==> src/rtl/seg7_scan_pkg.sv <==
// seg7_pkg: shared segment encodings and the BCD-to-segment decoder for the
//   multiplexed 7-segment display driver.
// Encodings are active-low {a,b,c,d,e,f,g} = seg[6:0] for a common-anode display.
package seg7_pkg;

  localparam logic [6:0] SEG_0     = 7'b0000001;
  localparam logic [6:0] SEG_1     = 7'b1001111;
  localparam logic [6:0] SEG_2     = 7'b0010010;
  localparam logic [6:0] SEG_3     = 7'b0000110;
  localparam logic [6:0] SEG_4     = 7'b1001100;
  localparam logic [6:0] SEG_5     = 7'b0100100;
  localparam logic [6:0] SEG_6     = 7'b0100000;
  localparam logic [6:0] SEG_7     = 7'b0001111;
  localparam logic [6:0] SEG_8     = 7'b0000000;
  localparam logic [6:0] SEG_9     = 7'b0000100;
  localparam logic [6:0] SEG_DASH  = 7'b1111110;
  localparam logic [6:0] SEG_BLANK = 7'b1111111;

  // Non-BCD nibbles (A-F) show a dash so bad data is visible rather than hidden.
  function automatic logic [6:0] bcd_to_seg(input logic [3:0] nibble);
    logic [6:0] s;
    case (nibble)
      4'd0:    s = SEG_0;
      4'd1:    s = SEG_1;
      4'd2:    s = SEG_2;
      4'd3:    s = SEG_3;
      4'd4:    s = SEG_4;
      4'd5:    s = SEG_5;
      4'd6:    s = SEG_6;
      4'd7:    s = SEG_7;
      4'd8:    s = SEG_8;
      4'd9:    s = SEG_9;
      default: s = SEG_DASH;
    endcase
    return s;
  endfunction

endpackage

==> src/rtl/seg7_scan_tick_sync.sv <==
// tick_sync: synchronises a slow asynchronous level (e.g. a clock-divider output)
//   into clk and emits a single-cycle pulse on each of its rising edges.
// Latency: tick is high during the cycle after the SYNC_STAGES-th sampling edge.
// Ports: clk, clr (async, active-high), async_in (raw level), tick (1-clk pulse).
module tick_sync #(
  parameter int SYNC_STAGES = 2
) (
  input  logic clk,
  input  logic clr,
  input  logic async_in,
  output logic tick
);

  logic [SYNC_STAGES-1:0] sync_q, sync_d;
  logic                   edge_q, edge_d;

  always_comb begin
    sync_d = {sync_q[SYNC_STAGES-2:0], async_in};
    edge_d = sync_q[SYNC_STAGES-1];
  end

  always_ff @(posedge clk or posedge clr) begin
    if (clr) begin
      sync_q <= '0;
      edge_q <= 1'b0;
    end else begin
      sync_q <= sync_d;
      edge_q <= edge_d;
    end
  end

  // Rising edge of the synchronised level only; falling edges are ignored.
  assign tick = sync_q[SYNC_STAGES-1] & ~edge_q;

endmodule

==> src/rtl/seg7_scan.sv <==
// seg7_scan: multiplexed common-anode 7-segment driver, one digit per scan tick,
//   with a per-frame shadow of the inputs so a frame never shows mixed data.
// Latency: outputs update on the clk edge after the synchronised scan tick;
//   there is no backpressure, inputs are simply sampled at each frame wrap.
// Ports: clk, clr (async, active-high), scan_clk (sampled as data), bcd_in,
//   dp_in, blank_lz in; an, seg, dp (all active-low) and frame_done out.
module seg7_scan
  import seg7_pkg::*;
#(
  parameter int NDIG        = 4,
  parameter int SYNC_STAGES = 2
) (
  input  logic              clk,
  input  logic              clr,
  input  logic              scan_clk,
  input  logic [4*NDIG-1:0] bcd_in,
  input  logic [NDIG-1:0]   dp_in,
  input  logic              blank_lz,
  output logic [NDIG-1:0]   an,
  output logic [6:0]        seg,
  output logic              dp,
  output logic              frame_done
);

  localparam int               IDX_W = $clog2(NDIG);
  localparam logic [IDX_W-1:0] LAST  = IDX_W'(NDIG - 1);

  logic tick;

  tick_sync #(
    .SYNC_STAGES(SYNC_STAGES)
  ) u_tick_sync (
    .clk     (clk),
    .clr     (clr),
    .async_in(scan_clk),
    .tick    (tick)
  );

  logic [IDX_W-1:0]  idx_q, idx_d;
  logic [4*NDIG-1:0] digs_q, digs_d;
  logic [NDIG-1:0]   dps_q, dps_d;
  logic              blz_q, blz_d;
  logic [NDIG-1:0]   an_q, an_d;
  logic [6:0]        seg_q, seg_d;
  logic              dp_q, dp_d;
  logic              frame_done_q, frame_done_d;

  // lz_vec[i]: shadow digit i and every more-significant digit are zero.
  // Digit 0 is never a leading zero, so bit 0 stays clear.
  logic [NDIG-1:0] lz_vec;
  logic            zero_run;

  always_comb begin
    lz_vec   = '0;
    zero_run = 1'b1;
    for (int i = NDIG - 1; i >= 1; i--) begin
      zero_run  = zero_run & (digs_q[4*i +: 4] == 4'h0);
      lz_vec[i] = zero_run;
    end
  end

  logic [3:0] nib;
  logic       sel_dp;
  logic       blank;

  always_comb begin
    idx_d        = idx_q;
    digs_d       = digs_q;
    dps_d        = dps_q;
    blz_d        = blz_q;
    an_d         = an_q;
    seg_d        = seg_q;
    dp_d         = dp_q;
    frame_done_d = 1'b0;
    nib          = 4'h0;
    sel_dp       = 1'b0;
    blank        = 1'b0;

    if (tick) begin
      if (idx_q == LAST) begin
        // Frame wrap: latch a fresh frame and show digit 0 straight from the
        // inputs, since the shadow is only being written on this edge.
        idx_d        = '0;
        digs_d       = bcd_in;
        dps_d        = dp_in;
        blz_d        = blank_lz;
        frame_done_d = 1'b1;
        nib          = bcd_in[3:0];
        sel_dp       = dp_in[0];
      end else begin
        idx_d = idx_q + 1'b1;
        for (int i = 1; i < NDIG; i++) begin
          if (IDX_W'(i) == idx_d) begin
            nib    = digs_q[4*i +: 4];
            sel_dp = dps_q[i];
            blank  = blz_q & lz_vec[i];
          end
        end
      end

      for (int i = 0; i < NDIG; i++) begin
        an_d[i] = (IDX_W'(i) != idx_d);
      end
      seg_d = blank ? SEG_BLANK : bcd_to_seg(nib);
      dp_d  = ~sel_dp;
    end
  end

  always_ff @(posedge clk or posedge clr) begin
    if (clr) begin
      idx_q        <= LAST;
      digs_q       <= '0;
      dps_q        <= '0;
      blz_q        <= 1'b0;
      an_q         <= '1;
      seg_q        <= SEG_BLANK;
      dp_q         <= 1'b1;
      frame_done_q <= 1'b0;
    end else begin
      idx_q        <= idx_d;
      digs_q       <= digs_d;
      dps_q        <= dps_d;
      blz_q        <= blz_d;
      an_q         <= an_d;
      seg_q        <= seg_d;
      dp_q         <= dp_d;
      frame_done_q <= frame_done_d;
    end
  end

  assign an         = an_q;
  assign seg        = seg_q;
  assign dp         = dp_q;
  assign frame_done = frame_done_q;

endmodule

==> config.mk <==
export PLATFORM = sky130hd
export DESIGN_NAME = seg7_scan
export DESIGN_NICKNAME = d
export VERILOG_FILES = /design/src/rtl/seg7_scan_pkg.sv /design/src/rtl/seg7_scan_tick_sync.sv /design/src/rtl/seg7_scan.sv
export SDC_FILE = /design/constraint.sdc
export NUM_CORES = 1
export LEC_CHECK = 0
export ABC_AREA = 1
export CAP_MARGIN = 10
export CORE_ASPECT_RATIO = 0.6
export CORE_MARGIN = 3
export CORE_UTILIZATION = 50
export CTS_CLUSTER_SIZE = 12
export DETAILED_ROUTE_END_ITERATION = 7
export PLACE_DENSITY = 0.85
export SLEW_MARGIN = 20
export SYNTH_ARGS = -nofsm -noshare
export SYNTH_HDL_FRONTEND = slang
export SYNTH_SLANG_ARGS = --single-unit
export TNS_END_PERCENT = 5
==> constraint.sdc <==
create_clock -name clk -period 2.5 [get_ports clk]
set_clock_uncertainty 0.2 [all_clocks]
set_input_delay 0.5 -clock clk [delete_from_list [all_inputs] [get_ports clk]]
set_output_delay 0.5 -clock clk [all_outputs]
set_load 0.01 [all_outputs]
### Word-level counts from Yosys, hierarchy flattened

Memory sizes are Yosys's and may differ from the RTL's.
Index checks and enable logic that the tools add are counted.

| cells by class | value |
|---|---|
| bitwise gates (word level) | 8 |
| $add $sub $neg | 1 |
| equality and inequality tests | 7 |
| muxes and demuxes | 20 |
| reductions and logical operators | 5 |

Operators by type and width:

| kind | number |
|---|---|
| two-way mux 4 bit | 5 |
| logical NOT 4 bit | 3 |
| two-way mux 1 bit | 12 |
| two-way mux 7 bit | 1 |
| AND 1 bit | 6 |
| equality test 2 bit, first input constant | 2 |
| two-way mux 2 bit | 2 |
| != test 2 bit, first input constant | 2 |
| adder 2 x 1 -> 2 bit, second input constant | 1 |
| equality test 1 x 2 -> 1 bit, first input constant | 1 |
| equality test 2 bit, second input constant | 1 |
| != test 1 x 2 -> 1 bit, first input constant | 1 |
| NOT 1 bit | 2 |
| AND reduction 2 bit | 1 |
| nonzero test 2 bit | 1 |

| word-level totals | value |
|---|---|
| output and inout port bits | 13 |
| logic and storage cells | 52 |
| ROM bits | 112 |
| input bits | 24 |
| memories | 1 |
| register bits after elaboration | 39 |

Memory list:

| memory | words | bits a word | read ports | clocked after memory_dff | wr ports | line | text |
|---|---|---|---|---|---|---|---|
| (no name shown) | 16 | 7 | 1 | 0 | 0 | seg7_scan_pkg.sv:22 | `case (nibble)` |

### Depth between registers and ports, before layout

Gate-level depths: netlist (run 1).

| depth | value |
|---|---|
| depth after elaboration | 10 |
| mapped depth | 16 |
| depth with buffers taken out | 16 |

### Modules after synthesis

From an unflattened synthesis (run 1), not the netlist that was laid out.

| second synthesis, totals | value |
|---|---|
| cell total of the unflattened synthesis | 228 |
| area, all modules | 1898.1 um^2 |

By module, submodules not included:

| module | cells an instance | seq. area each (um^2) | instances | area an instance (um^2) |
|---|---|---|---|---|
| seg7_scan | 222 | 793.3 | 1 | 1809.2 |
| tick_sync | 6 | 75.1 | 1 | 88.8 |

### Least setup slack after synthesis (run 1)

Ideal clock, no wire load.

| path | value |
|---|---|
| kind | register to register |
| start point | register idx_q[0] |
| end point | register seg_q[3] (netlist: seg[3]) |
| arrival | 1.974 ns |
| clock period less this slack | 2.232 ns |
| library setup time | 0.058 ns |
| setup slack | 0.268 ns |
| stages on the path, launching flop included | 14 |
| path buffers | 1 |
| required time | 2.242 ns |
| cell sequence | dfstp_2 inv_1 ha_1 buf_4 a21oi_1 nand2_1 nand2_1 inv_1 ha_1 nand2_1 nand3_1 nand3_1 nand2_1 inv_1 |

| on the way | value |
|---|---|
| word-level cells in the longest chain between the ends | 9 |
| elaborated cells on any way between the ends | 17 |
| classes of those cells | add/sub: 1; eq/ne: 4; mux: 11; memory: 1 |

RTL lines:

| element | line | text |
|---|---|---|
| from (decl) | seg7_scan.sv:39 | `logic [IDX_W-1:0] idx_q, idx_d;` |
| from (signal assigned) | seg7_scan.sv:120 | `idx_q <= idx_d;` |
| adder 2 x 1 -> 2 bit | seg7_scan.sv:91 | `idx_d = idx_q + 1'b1;` |
| equality test 1 x 2 -> 1 bit | seg7_scan.sv:93 | `if (IDX_W'(i) == idx_d) begin` |
| two-way mux 4 bit (3 in series) | seg7_scan.sv:93 |  |
| two-way mux 4 bit | seg7_scan.sv:80 | `if (idx_q == LAST) begin` |
| two-way mux 4 bit | seg7_scan.sv:79 | `if (tick) begin` |
| memory read (16 x 7 bit) | -- |  |
| two-way mux 7 bit (*) | seg7_scan.sv:104 | `seg_d = blank ? SEG_BLANK : bcd_to_seg(nib);` |
| to (signal assigned) | seg7_scan.sv:125 | `seg_q <= seg_d;` |
| to (decl) | seg7_scan.sv:44 | `logic [6:0] seg_q, seg_d;` |

Mark *: on every way between the ends. The rest lies on a longest branch, timed or not. The select of a mux whose other input is x is not followed.
A chain may end at the register's enable or synchronous reset.

### Final worst setup path (run 1)

| path | value |
|---|---|
| start point | register idx_q[1] |
| end point | register seg_q[3] (netlist: seg[3]) |

Same word-level chain as after synthesis.

==> results.json, run 1 <==
{
  "run_status": "finished clean",
  "max_freq_mhz": 415.9,
  "vias_per_cell": 5.062,
  "p_leak_nw": 1.195,
  "cts_tree": "yes",
  "slew_violations": 0,
  "hold_class": "flop to flop",
  "grt_pass1_vias": 1448,
  "antenna_found_initial": 0,
  "track_usage_pct": 19.84,
  "crit_cells": 14,
  "crit_type": "flop to flop",
  "reg2reg_to": "seg[3]$_DFFE_PP1P_",
  "layout.area.seq_um2": 868.3,
  "die_h_um": 53.57,
  "grt_max_degree": 35,
  "place_area_mm2": 0.002308,
  "maxSlewHeadroom_pct": 72.12,
  "multi_input_area_um2": 912.1,
  "synthTopCellsByCount": "nand2_1 (76), inv_1 (22), dfrtp_1 (20)",
  "io_buffers": 36,
  "h-tree-depth": 2,
  "wl_mm": 4.185,
  "final_util_pct": 72.33,
  "crit_family": "simple AND/OR/NAND/NOR gates",
  "ys_seq_area_share_pct": 46.05,
  "fin_cells": 321,
  "syn_area_mm2": 0.001886,
  "drtIter0Drc": 78,
  "synthFlopType": "dfrtp_1",
  "crit_arrival_ns": 2.44,
  "place.gp.congestion": 0.8872,
  "core.rowCount": 16,
  "synth_edf_count": 0,
  "max-vdd-ir-drop_mv": 0.6112,
  "crit_required_ns": 2.53,
  "r2r-start": "idx_q[1]$_DFFE_PP1P_",
  "crit_fanout": 7,
  "yosysMostFrequentCell": "nand2_1",
  "startpoint": "idx_q[1]$_DFFE_PP1P_",
  "placed_cells": 308,
  "fin_nets": 313,
  "drc": 0,
  "synth.area.top_cells": "dfrtp_1 (27%), dfstp_2 (20%), nand2_1 (15%)",
  "numCtsBuffers": 5,
  "maxCapViolCount": 0,
  "nFillCells": 278,
  "p_per_area_mw_per_mm2": 1278,
  "crit_path_top_delay_cell": "dfstp_2",
  "yosys.cell_types.count": 26,
  "critPathCaptureType": "flop",
  "n_antenna_cell": 0,
  "grt_overflow": 0,
  "path_clk_slew_ns": 0.07,
  "dp_hpwl_mm": 3.088,
  "drive_gt1_share_pct": 22.10,
  "max_slew.worst_pin.slew_ns": 0.4182,
  "clk_latency_ns": 0.29,
  "worstRegToRegCells": 14,
  "grt_pass1_wl_mm": 6.831,
  "wl_per_cell_um": 13.04,
  "ys_seq_elements": 34,
  "slowest_delay_ns": 0.57,
  "holdBufCountCts": 0,
  "cts_buffer_depth": 2,
  "synth_nets": 266,
  "synthArstFlopShare_pct": 100.0,
  "final-hold-violation-count": 0,
  "period_share_pct": 96.18,
  "ant_nets": 0,
  "dieWidth_um": 85.28,
  "design_area_mm2": 0.002476,
  "finalPower_mw": 3.163,
  "vias": 1625,
  "synth_top_area_share_pct": 26.54,
  "area_delta_synth_final_pct": 31.32,
  "synth_area_leader_cell": "dfrtp_1",
  "crit_end": "seg[3]$_DFFE_PP1P_",
  "coreArea_mm2": 0.003423,
  "cpMostUsedCell": "nand2_1",
  "r2r_slack_ns": 0.1,
  "cts_root_buf": "clkbuf_8",
  "setup_violations": 0,
  "path_buf_inv": 3,
  "cts_num_sinks": 34,
  "post-route-min-period_ns": 2.404,
  "dieArea_mm2": 0.004568,
  "initial_core_util_pct": 55.08,
  "yosysWarnings": 0,
  "syn_avg_cell_area_um2": 8.270,
  "synth_cells": 228,
  "first_pass_iters": 5,
  "path_cells": "inv_1, ha_4, nor2_1, nand2_1, nand2_1, nand2_1, nand2_2, inv_1, ha_1, nand2_1, nand3_1, nand3_1, nand2_1, inv_1",
  "io_pins": 37,
  "start_kind": "flop"
}
repair_timing:
action,in CTS,in global routing
resized for setup,0,5
setup buffers,0,5
setup endpoints to repair,0,7
power breakdown:
| group | total [mW] | switching, mW | internal [mW] | leakage [nW] |
|---|---|---|---|---|
| Clock | 0.470 | 0.192 | 0.278 | 0.0575 |
| Sequential | 0.998 | 0.154 | 0.844 | 0.387 |
| Combinational | 1.70 | 0.970 | 0.725 | 0.751 |
worst min path at each step:
| stage | depth (start not counted) | slack [ns] | startpoint | to |
|---|---|---|---|---|
| final | 0 | 0.16 | u_tick_sync.sync_q[0]$_DFF_PP0_ | u_tick_sync.sync_q[1]$_DFF_PP0_ |
| after CTS | 0 | 0.16 | u_tick_sync.sync_q[0]$_DFF_PP0_ | u_tick_sync.sync_q[1]$_DFF_PP0_ |
| after global routing | 0 | 0.17 | u_tick_sync.sync_q[0]$_DFF_PP0_ | u_tick_sync.sync_q[1]$_DFF_PP0_ |
| after floorplan | 0 | 0.13 | u_tick_sync.sync_q[0]$_DFF_PP0_ | u_tick_sync.sync_q[1]$_DFF_PP0_ |
| after detailed placement | 0 | 0.14 | u_tick_sync.sync_q[0]$_DFF_PP0_ | u_tick_sync.sync_q[1]$_DFF_PP0_ |
| after global placement | 0 | 0.13 | u_tick_sync.sync_q[0]$_DFF_PP0_ | u_tick_sync.sync_q[1]$_DFF_PP0_ |
registers in the layout (all words and copies together) (netlist names):
signal              cells
u_tick_sync.edge_q      1
dp                      1
dps_q                   3
digs_q                 12
u_tick_sync.sync_q      2
idx_q                   2
seg                     7
frame_done              1
blz_q                   1
an                      4
routing by layer:
metal	global-route usage [%]	part of all wire [%]
met5	0	0
met4	7.895	1.6
met3	5.657	7.5
met2	27.32	41
met1	29.23	50
cells in the final DEF, fill, tap and decap left out, drive strengths merged, types with 5 or more instances in the layout:
cell type and count:
o21ai 14, or2 5, inv 24, nand2 83, clkdlybuf4s50 36, nor2 13
dfrtp 20, nand3 19, a21oi 11, ha 14, dfstp 14, clkbuf 8
buf 10
cell type report:
cell class              instances  share of cell area [%]
clock buffers                   8                   4.447
inverters                      25                   3.790
multi-input cells             163                   36.84
flip-flops and latches         34                   35.07
well taps                      45                   2.274
repair buffers                 46                   17.58
cells by family after synthesis:
logic type,count (synthesis),synth area share (%)
AND/OR/NAND/NOR,121,28.33
flip-flops,34,46.05
buffers and inverters,31,6.636
AO/OA/AOI/OAI,28,9.688
adder cells (fa/ha/maj),14,9.290
per-stage QoR:
step | setup TNS [ns] | hold WS, ns | setup WS [ns]
finish | 0 | 0.1565 | 0.09554
global route | -0.06809 | 0.1727 | -0.03093
CTS | 0 | 0.1590 | 0.03685
detailed placement | 0 | 0.1434 | 0.05275
global placement | 0 | 0.1348 | 0.1390
floorplan | 0 | 0.1312 | 0.2683
Note: power is estimated with default switching activity, not from simulation.
==> run 2: changes to the inputs <==
--- a/config.mk
+++ b/config.mk
@@ -13,7 +13,6 @@
 export CTS_CLUSTER_SIZE = 12
 export DETAILED_ROUTE_END_ITERATION = 7
 export PLACE_DENSITY = 0.85
-export SLEW_MARGIN = 20
 export SYNTH_ARGS = -nofsm -noshare
 export SYNTH_HDL_FRONTEND = slang
 export SYNTH_SLANG_ARGS = --single-unit
==> results of run 2 <==
Same layout as run 1: the final DEF is identical, and so are final timing and power.
==> run 3: changes to the inputs <==
--- a/config.mk
+++ b/config.mk
@@ -16,4 +16,4 @@
 export SYNTH_ARGS = -nofsm -noshare
 export SYNTH_HDL_FRONTEND = slang
 export SYNTH_SLANG_ARGS = --single-unit
-export TNS_END_PERCENT = 5
+export TNS_END_PERCENT = 10
==> results of run 3 <==
Same layout as run 1: the final DEF is identical, and so are final timing and power.
